## src/rtl/huff_pkg.sv

```systemverilog
// Shared definitions for the Huffman encoder sequencer: state encodings,
// default watchdog limit and small helpers over the stage chain.
package huff_pkg;

    localparam logic [2:0] S_IDLE = 3'd0;
    localparam logic [2:0] S_CNT  = 3'd1;
    localparam logic [2:0] S_SORT = 3'd2;
    localparam logic [2:0] S_TREE = 3'd3;
    localparam logic [2:0] S_CODE = 3'd4;
    localparam logic [2:0] S_OUT  = 3'd5;
    localparam logic [2:0] S_FIN  = 3'd6;
    localparam logic [2:0] S_ERR  = 3'd7;

    localparam int TIMEOUT_DEFAULT = 1023;

    typedef enum logic [2:0] {
        IDLE = S_IDLE,
        CNT  = S_CNT,
        SORT = S_SORT,
        TREE = S_TREE,
        CODE = S_CODE,
        OUT  = S_OUT,
        FIN  = S_FIN,
        ERR  = S_ERR
    } state_e;

    function automatic logic is_stage(input state_e s);
        return (s inside {CNT, SORT, TREE, CODE, OUT});
    endfunction

    // The fixed order in which the encoder stages run.
    function automatic state_e next_stage(input state_e s);
        case (s)
            CNT:     return SORT;
            SORT:    return TREE;
            TREE:    return CODE;
            CODE:    return OUT;
            OUT:     return FIN;
            default: return IDLE;
        endcase
    endfunction

endpackage

```

## src/rtl/huff_stage_timer.sv

```systemverilog
// Per-stage watchdog: restarts at 0 on stage entry, counts while a stage runs,
// and flags expiry in the cycle the count equals TIMEOUT.
module huff_stage_timer #(
    parameter int TIMEOUT = 1023,
    parameter int CNT_W   = 10
) (
    input  logic Clk_in,
    input  logic n_Rst,
    input  logic clear,
    input  logic enable,
    output logic expired
);

    logic [CNT_W-1:0] count;

    always_ff @(posedge Clk_in) begin
        if (!n_Rst) begin
            count <= '0;
        end else if (clear) begin
            count <= '0;
        end else if (enable) begin
            count <= count + 1'b1;
        end
    end

    assign expired = enable && (count == CNT_W'(TIMEOUT));

endmodule

```

## src/rtl/huff_seq_ctrl.sv

```systemverilog
// Top-level sequencer: launches the five encoder stages in turn, guards each
// with a watchdog, and reports busy/done/error/frame count to the host.
module huff_seq_ctrl
    import huff_pkg::*;
#(
    parameter int TIMEOUT = TIMEOUT_DEFAULT,
    parameter int CNT_W   = 10,
    parameter int FRM_W   = 8
) (
    input  logic             Clk_in,
    input  logic             n_Rst,
    input  logic             Start,
    input  logic             Abort,
    input  logic             Done_cnt,
    input  logic             Done_sort,
    input  logic             Done_tree,
    input  logic             Done_code,
    input  logic             Done_out,
    output logic             Start_cnt,
    output logic             Start_sort,
    output logic             Start_tree,
    output logic             Start_code,
    output logic             Start_out,
    output logic             Busy,
    output logic             Frame_done,
    output logic             Err,
    output logic [2:0]       Err_stage,
    output logic [2:0]       state,
    output logic [FRM_W-1:0] Frame_cnt
);

    state_e           cur_state;
    state_e           nxt_state;
    logic             start_q;
    logic             start_hold;
    logic             start_edge;
    logic             accept;
    logic             stage_done;
    logic             timer_clear;
    logic             timer_enable;
    logic             timer_expired;
    logic             entry_q;
    logic             err_q;
    logic [2:0]       err_stage_q;
    logic [FRM_W-1:0] frame_cnt_q;

    // start_hold masks a Start level that was already high across reset until it drops.
    assign start_edge = Start && !start_q && !start_hold;
    assign accept     = start_edge && !Abort && (cur_state == IDLE || cur_state == ERR);

    always_comb begin
        stage_done = 1'b0;
        case (cur_state)
            CNT:     stage_done = Done_cnt;
            SORT:    stage_done = Done_sort;
            TREE:    stage_done = Done_tree;
            CODE:    stage_done = Done_code;
            OUT:     stage_done = Done_out;
            default: stage_done = 1'b0;
        endcase
    end

    // Abort outranks everything; within a stage, Done outranks the watchdog.
    always_comb begin
        nxt_state = cur_state;
        if (cur_state != IDLE && Abort) begin
            nxt_state = IDLE;
        end else if (is_stage(cur_state)) begin
            if (stage_done) begin
                nxt_state = next_stage(cur_state);
            end else if (timer_expired) begin
                nxt_state = ERR;
            end
        end else if (cur_state == FIN) begin
            nxt_state = IDLE;
        end else if (accept) begin
            nxt_state = CNT;
        end
    end

    assign timer_enable = is_stage(cur_state);
    assign timer_clear  = is_stage(nxt_state) && (nxt_state != cur_state);

    huff_stage_timer #(
        .TIMEOUT (TIMEOUT),
        .CNT_W   (CNT_W)
    ) u_timer (
        .Clk_in  (Clk_in),
        .n_Rst   (n_Rst),
        .clear   (timer_clear),
        .enable  (timer_enable),
        .expired (timer_expired)
    );

    always_ff @(posedge Clk_in) begin
        if (!n_Rst) begin
            cur_state   <= IDLE;
            start_q     <= 1'b0;
            start_hold  <= Start;
            entry_q     <= 1'b0;
            err_q       <= 1'b0;
            err_stage_q <= 3'd0;
            frame_cnt_q <= '0;
        end else begin
            cur_state  <= nxt_state;
            start_q    <= Start;
            start_hold <= start_hold && Start;
            entry_q    <= timer_clear;
            if (nxt_state == ERR && cur_state != ERR) begin
                err_q       <= 1'b1;
                err_stage_q <= cur_state;
            end else if (accept) begin
                err_q       <= 1'b0;
                err_stage_q <= 3'd0;
            end
            if (nxt_state == FIN && cur_state != FIN) begin
                frame_cnt_q <= frame_cnt_q + 1'b1;
            end
        end
    end

    // entry_q marks the first cycle in a stage, so each launch is a single pulse.
    assign Start_cnt  = entry_q && (cur_state == CNT);
    assign Start_sort = entry_q && (cur_state == SORT);
    assign Start_tree = entry_q && (cur_state == TREE);
    assign Start_code = entry_q && (cur_state == CODE);
    assign Start_out  = entry_q && (cur_state == OUT);

    assign Busy       = (cur_state != IDLE) && (cur_state != ERR);
    assign Frame_done = (cur_state == FIN);
    assign Err        = err_q;
    assign Err_stage  = err_stage_q;
    assign state      = cur_state;
    assign Frame_cnt  = frame_cnt_q;

endmodule
```

## config.mk

```make
export PLATFORM = sky130hd
export DESIGN_NAME = huff_seq_ctrl
export DESIGN_NICKNAME = d
export VERILOG_FILES = /design/src/rtl/huff_pkg.sv /design/src/rtl/huff_stage_timer.sv /design/src/rtl/huff_seq_ctrl.sv
export SDC_FILE = /design/constraint.sdc
export NUM_CORES = 1
export LEC_CHECK = 0
export CORE_ASPECT_RATIO = 0.8
export CORE_MARGIN = 5
export CORE_UTILIZATION = 40
export DETAILED_ROUTE_END_ITERATION = 10
export PLACE_DENSITY_LB_ADDON = 0.3
export SYNTH_ARGS = -nofsm -noshare
export SYNTH_HDL_FRONTEND = slang
export SYNTH_SLANG_ARGS = --single-unit
```

## constraint.sdc

```tcl
create_clock -name Clk_in -period 2.25 [get_ports Clk_in]
set_input_delay 0.45 -clock Clk_in [delete_from_list [all_inputs] [get_ports Clk_in]]
set_output_delay 0.45 -clock Clk_in [all_outputs]
set_load 0.01 [all_outputs]
```

==> results of run 1 <==
[power breakdown]
group | total, uW | leakage, uW | switching, uW | internal, uW
clock network | 272 | 0.0000216 | 152 | 120
logic | 170 | 0.000725 | 87.5 | 82.6
registers | 505 | 0.000229 | 5.50 | 499
[synthesized netlist by cell type, types with 2 or more instances]
| master | number |
|---|---|
| dfxtp_1 | 28 |
| nand2_1 | 23 |
| nor2_1 | 14 |
| a211oi_1 | 11 |
| a21oi_1 | 10 |
| nand3_1 | 9 |
| nand2b_1 | 7 |
| and3_1 | 6 |
| buf_6 | 5 |
| clkbuf_1 | 5 |
| mux2i_1 | 5 |
| o21ai_0 | 5 |
| xnor2_1 | 5 |
| xor2_1 | 5 |
| and2_1 | 4 |
| inv_1 | 4 |
| nor3_1 | 4 |
| o21a_1 | 4 |
| buf_2 | 3 |
| nand4_1 | 3 |
| o211ai_1 | 3 |
| o31ai_1 | 3 |
| or3_1 | 3 |
| or4_1 | 3 |
| a21boi_0 | 2 |
| a221oi_1 | 2 |
| and4_1 | 2 |
| ha_1 | 2 |
[metal layers]
metal  wire length, um  share of wire [%]  track usage (%)
met5                 0                  0                0
met2              2300                 46             23.8
met1              2390                 48             23.3
met3               304                6.1             3.69
met4                17               0.34             1.96
[worst register-to-register path, stage by stage (launching register included)]
cell and delay [ps]:
dfxtp_4 380, buf_12 130, buf_6 110, and3b_2 210, a2111oi_4 350, o31a_4 230
buf_4 130, o21bai_4 80, or4_1 410, a21oi_1 130
[registers in the layout (all words and copies together) (netlist names)]
name / flops
state: 3
Frame_cnt: 8
start_q: 1
u_timer.count: 10
Err: 1
Err_stage: 3
entry_q: 1
start_hold: 1
[what timing repair did]
item / CTS / global route
gates resized for setup: 16 / 34
setup buffers: 5 / 6
pin swaps: 5 / 22
setup endpoints to repair: 18 / 24
cloned: 0 / 1
hold endpoints to repair: 0 / 0
[cell type report]
cell class	count	area, um2
Clock buffer	3	41.3
Sequential cell	28	572
Timing Repair Buffer	75	692
Inverter	5	18.8
Multi-Input combinational cell	162	1210
Fill cell	359	1590
Tap cell	57	71.3
[worst paths after layout]
kind | to | start | cells after the start
worst max-delay path | u_timer.count[5] | Abort | 8
worst min-delay path | start_hold | Start | 2
worst max register to register | Frame_cnt[2] | state[2] | 9
worst min register to register | Err_stage[1] | Err_stage[1] | 2
[per-stage QoR]
step | utilization, % | worst slack [ps] | hold slack, ps | setup TNS, ps
after floorplan | - | 192 | 420 | 0
after detailed placement | 54.4 | -428 | 452 | -7500
after global routing | 62.1 | -68.2 | 465 | -453
after global placement | 54.4 | -341 | 435 | -6570
final | 62.1 | 3.11 | 445 | 0
after CTS | 57.7 | -25.7 | 468 | -25.7
[cells by family after synthesis]
group                      synth area share (%)
buffers and inverters                      6.67
adders and majority gates                  1.43
DFF                                        32.1
muxes                                      3.51
xor gates and xnor gates                   5.02
AOI/OAI and AO/OA                          22.2
and+or+nand+nor                            29.0
==> summary.md, run 1 <==
| Metric | Value |
|---|---|
| CP endpoint kind | `register` |
| Diode count | `0` |
| Mapped Cells | `about 210` |
| Largest cells by area after synthesis | `dfxtp_1 (32%), nand2_1 (4.9%), a211oi_1 (4.7%)` |
| # IOs | `31` |
| Aggregate global-route resource usage | `between 10% and 20%` |
| Rows | `21` |
| Period utilization | `between 90 and 100%` |
| Gpl congestion | `0.930` |
| Final hold violation count | `0` |
| Cell Count, Final, Fillers Out | `330` |
| Slew Viols, Final | `0` |
| Class of the worst hold path | `in -> reg` |
| Top_reg_cell synth | `dfxtp_1` |
| Clock Latency Late Sink | `around 270 ps` |
| Syn. warnings | `0` |
| Starting Density | `around two fifths` |
| # setup viols final | `0` |
| Peak supply drop | `between 0.3 and 0.4 mV` |
| Worst Tran Pin Value | `602 ps` |
| Most common cell on crit path | `a21oi_1` |
| Vias in the first global route | `1584` |
| Leading cell type in the layout, fill and taps excluded | `buf_4` |
| Clk sinks | `28` |
| Worst R2R Setup Slack | `approximately 30 ps` |
| Worst path buffer plus inverter count | `3` |
| Final Power | `around 950 uW` |
| Area growth syn-to-layout | `49.5%` |
| Yosys top cell area share | `between 30 and 40%` |
| CTS Buf Count | `3` |
| Die Ht | `around 69 um` |
| Critical Path RT | `roughly 2500 ps` |
| Vias/cell | `roughly 5.6` |
| Number of synthesized flops with an enable pin | `0` |
| Gr ovfl total | `0` |
| Net count after synthesis | `around 220` |
| Worst-path clk slew | `approximately 90 ps` |
| CP peak stage delay | `between 400 and 500 ps` |
| WL per Instance | `~15 um` |
| Width of the die | `around 84 um` |
| Crit path launch type | `primary input` |
| Port Buffers | `30` |
| DRT Pass-1 Iters | `4` |
| Synth area leader | `dfxtp_1` |
| Avg Cell Area, Syn | `8.39 um2` |
| Final antenna-violating net count | `0` |
| Share of cells above drive strength 1 | `a little under a third` |
| Synth unique cells | `56` |
| Post-synth ARST share | `0%` |
| CTS H-tree lvls | `1` |
| Max Cap Viol | `0` |
| Min Tclk post-route | `about 2200 ps` |
| Vias | `between 1500 and 2000` |
| Initial antenna violation count | `0` |
| Lkg Pwr | `around 0.00098 uW` |
| Unrepaired setup endpoints after global routing | `yes` |
| Largest net degree at the start of global routing | `15` |
| Crit path DAT | `approximately 2500 ps` |
| Critical-path top delay cell | `clkdlybuf4s50_1` |
| Setup Skew | `between 5 and 6 ps` |
| PD cells | `between 300 and 400 mW/mm2` |
| Synthesis-stage register bit count | `28` |
| Critical-path cell list | `clkdlybuf4s50_1, nand2b_1, a21oi_1, buf_4, a21oi_1, a2111o_1, buf_6, a211oi_2` |
| Final WL | `between 5000 and 6000 um` |
| Post-synthesis cell area | `between 0.0015 and 0.002 mm2` |
| Die Area | `just under 0.006 mm2` |
| Status | `complete, no violations` |
| Post-Place Cells | `~320` |
| Core area | `about 0.0042 mm2` |
| Commonest non-fill, non-tap cells in the layout | `buf_4 (37), dfxtp_1 (23), clkdlybuf4s50_1 (23)` |
| Critical path's top delay family | `compound AO/OA/AOI/OAI gates` |
| Clock Root Buffer | `clkbuf_8` |
| Number of remaining DRC errors | `0` |
| Sequential fraction of the synthesis area | `between 30% and 40%` |
| CP max FO | `6` |
| CTS tree | `yes` |
| First-pass GRT wire length | `7750 um` |
| Clock Tree Buf Depth | `2` |
| Nets@finish | `between 200 and 300` |
| Relative slew slack | `a little under 60%` |
| Fmax | `about 450 MHz` |
| Placed Area | `roughly 0.0023 mm2` |
| Initial drt markers | `between 200 and 250` |
| CTS Hold Bufs | `0` |
| Crit path kind | `in -> reg` |
| HPWL after detailed placement | `roughly 3400 um` |
| Final Cell Area | `approximately 0.0026 mm2` |
Note: power is estimated with default switching activity, not from simulation.
==> run 2, diff against run 1 <==
--- a/config.mk
+++ b/config.mk
@@ -5,11 +5,13 @@
 export SDC_FILE = /design/constraint.sdc
 export NUM_CORES = 1
 export LEC_CHECK = 0
+export CAP_MARGIN = 20
 export CORE_ASPECT_RATIO = 0.8
 export CORE_MARGIN = 5
 export CORE_UTILIZATION = 40
 export DETAILED_ROUTE_END_ITERATION = 10
 export PLACE_DENSITY_LB_ADDON = 0.3
+export RECOVER_POWER = 50
 export SYNTH_ARGS = -nofsm -noshare
 export SYNTH_HDL_FRONTEND = slang
 export SYNTH_SLANG_ARGS = --single-unit
==> constraint.sdc (replaced) <==
create_clock -name Clk_in -period 2.8 [get_ports Clk_in]
set_input_delay 0.56 -clock Clk_in [delete_from_list [all_inputs] [get_ports Clk_in]]
set_output_delay 0.56 -clock Clk_in [all_outputs]
set_load 0.01 [all_outputs]
==> run 2 against run 1 <==
  * Highest routed layer unchanged
  * Sequential share of layout area is 4.1 points higher
  * Clock-buffer cell count is 1 higher
  * Setup slack better by 260 ps
  * Global-route usage is 1.1 points lower
  * Sequential power is 20% lower
  * Total power is 21% lower
  * Core utilization is 11 points lower
  * Sequential cell count stayed put
==> summary.md, run 2 (synthesis results as in run 1) <==
| Metric | Value |
|---|---|
| Worst path buffer plus inverter count | `1` |
| Max reg flops | `10` |
| Initial antenna violation count | `0` |
| Share of cells above drive strength 1 | `between 10% and 20%` |
| Net switching power | `179 uW` |
| Gpl congestion | `0.824` |
| Clock Latency Late Sink | `approximately 270 ps` |
| Crit path kind | `in -> reg` |
| Status | `complete, no violations` |
| Number of remaining DRC errors | `0` |
| R2R depth | `8` |
| Placed Area | `roughly 0.0021 mm2` |
| PD cells | `approximately 350 mW/mm2` |
| Core area | `~0.0042 mm2` |
| Worst r2r src | `state[1]` |
| Vias in the first global route | `1541` |
| Width of the die | `about 84 um` |
| Pint | `568 uW` |
| Fmax | `395 MHz` |
| Min Tclk post-route | `between 2000 and 3000 ps` |
| Port Buffers | `30` |
| Peak supply drop | `~0.34 mV` |
| Relative slew slack | `a little over half` |
| Leading cell type in the layout, fill and taps excluded | `dfxtp_1` |
| Die Area | `a little under 0.006 mm2` |
| Critical path's top delay family | `simple AND/OR/NAND/NOR gates` |
| CP max FO | `7` |
| Vias | `1640` |
| Die Ht | `slightly below 70 um` |
| Worst R2R Setup Slack | `390 ps` |
| Largest net degree at the start of global routing | `21` |
| Critical-path cell list | `clkdlybuf4s50_1, or3b_2, nand2_1, a32oi_1, or2_4, nor4_4, mux2i_1` |
| Post_cts resized | `0` |
| Switch share | `between 20% and 30%` |
| Class of the worst hold path | `reg -> reg` |
| Clock Tree Buf Depth | `2` |
| Unrepaired setup endpoints after global routing | `no` |
| Endpoint, Worst Hold | `Err_stage[1]` |
| Aggregate global-route resource usage | `14.7%` |
| Sequential share of power | `a little over half` |
| Critical-path top delay cell | `or3b_2` |
| Worst hold margin | `462 ps` |
| Clk sinks | `28` |
| # IOs | `31` |
| Worst Tran Pin Value | `703 ps` |
| CTS tree | `yes` |
| Critical Path RT | `about 3000 ps` |
| # setup viols final | `0` |
| Worst hold path cell count | `2` |
| Rows | `21` |
| Register bank with the most flops | `u_timer.count` |
| DRT Pass-1 Iters | `4` |
| Final antenna-violating net count | `0` |
| Nets@finish | `250` |
| CP peak stage delay | `between 500 and 600 ps` |
| First-pass GRT wire length | `roughly 7200 um` |
| Crit path launch type | `primary input` |
| Clock Root Buffer | `clkbuf_8` |
| HPWL after detailed placement | `between 3000 and 4000 um` |
| Clock network power share | `33.2%` |
| CTS H-tree lvls | `1` |
| Vias/cell | `5.56` |
| WL per Instance | `14.2 um` |
| Gr ovfl total | `0` |
| Comb pwr share | `12.4%` |
| Slew Viols, Final | `0` |
| Hold_sp | `Err_stage[1]` |
| Final hold violation count | `0` |
| Diode count | `0` |
| CTS Buf Count | `3` |
| CP endpoint kind | `register` |
| Final WL | `between 4000 and 5000 um` |
| Period utilization | `90.5%` |
| Commonest non-fill, non-tap cells in the layout | `dfxtp_1 (28), nand2_1 (23), clkdlybuf4s50_1 (15), dlygate4sd3_1 (15), nor2_1 (14)` |
| Setup Skew | `just under 2 ps` |
| Area growth syn-to-layout | `23.5%` |
| Initial drt markers | `107` |
| Lkg Pwr | `between 0.0007 and 0.0008 uW` |
| Setup WS post-layout | `roughly 270 ps` |
| R2r endpoint | `Err_stage[2]` |
| CTS Hold Bufs | `0` |
| Post-CTS Setup Bufs | `0` |
| Place WS | `-16.7 ps` |
| Starting Density | `between 40% and 50%` |
| Crit path DAT | `2730 ps` |
| Max Cap Viol | `0` |
| Worst-path clk slew | `~90 ps` |
| Final Cell Area | `~0.0022 mm2` |
run 2: cell types whose count changed in the layout (fill, tap and decap cells not counted), sizes merged:
cell           previous run  this run
dlymetal6s2s              4         0
o21bai                    3         2
clkdlybuf4s50            23        15
dlygate4sd3               0        15
buf                      45         8
clkbuf                    3         6
dlygate4sd2               3         0
run 2: area by class of cell:
cell class / count / area, um2
Inverter: 5 / 18.8
Multi-Input combinational cell: 161 / 1070
Sequential cell: 28 / 561
Timing Repair Buffer: 40 / 382
Tap cell: 57 / 71.3
Fill cell: 412 / 2050
Clock buffer: 4 / 55.1
run 2: per-layer routing:
metal | global-route usage [%] | part of all wire (%) | routed length, um | vias up
met5 | 0 | 0 | 0 | -
met4 | 2.50 | 1.0 | 42 | 0
met3 | 2.98 | 5.3 | 221 | 4
met2 | 23.7 | 45 | 1900 | 45
met1 | 20.5 | 48 | 2040 | 776
li1 | - | - | - | 815
run 2: worst register-to-register path: stages (launching register included):
cell and delay, ps:
dfxtp_1 400, buf_4 230, and2_4 160, nor3_2 270
nand3_2 160, o22a_1 290, buf_12 170, nor4_4 410
mux2i_1 250
run 2: worst max path at each step:
| stage | start | to | slack [ps] | cells past startpoint |
|---|---|---|---|---|
| final | Start | Err_stage[2] | 270 | 7 |
| after global routing | n_Rst | u_timer.count[8] | 90 | 5 |
| after CTS | Start | Err_stage[2] | 270 | 7 |
| after detailed placement | Start | Err_stage[2] | -20 | 7 |
| after global placement | Start | Err_stage[2] | 80 | 7 |
| after floorplan | Start | Err_stage[0] | 630 | 7 |
run 2: metrics by stage:
step | cells | total power [uW] | TNS (ps) | utilization [%]
floorplan | 208 | 472 | 0 | -
global placement | 291 | 508 | 0 | 50.1
detailed placement | 291 | 509 | -16.7 | 50.1
CTS | 295 | 756 | 0 | 51.4
global route | 295 | 779 | 0 | 51.3
finish | 295 | 747 | 0 | 51.3
run 2: power by group through the flow:
| stage | clock network [uW] | logic, uW | registers [uW] |
|---|---|---|---|
| 3_3_place_gp | 0 | 93.2 | 415 |
| 4_1_cts | 256 | 94.3 | 406 |
| 3_5_place_dp | 0 | 93.5 | 415 |
| 2_1_floorplan | 0 | 57.7 | 415 |
| 6_report | 248 | 92.9 | 406 |
| 5_1_grt | 270 | 102 | 407 |
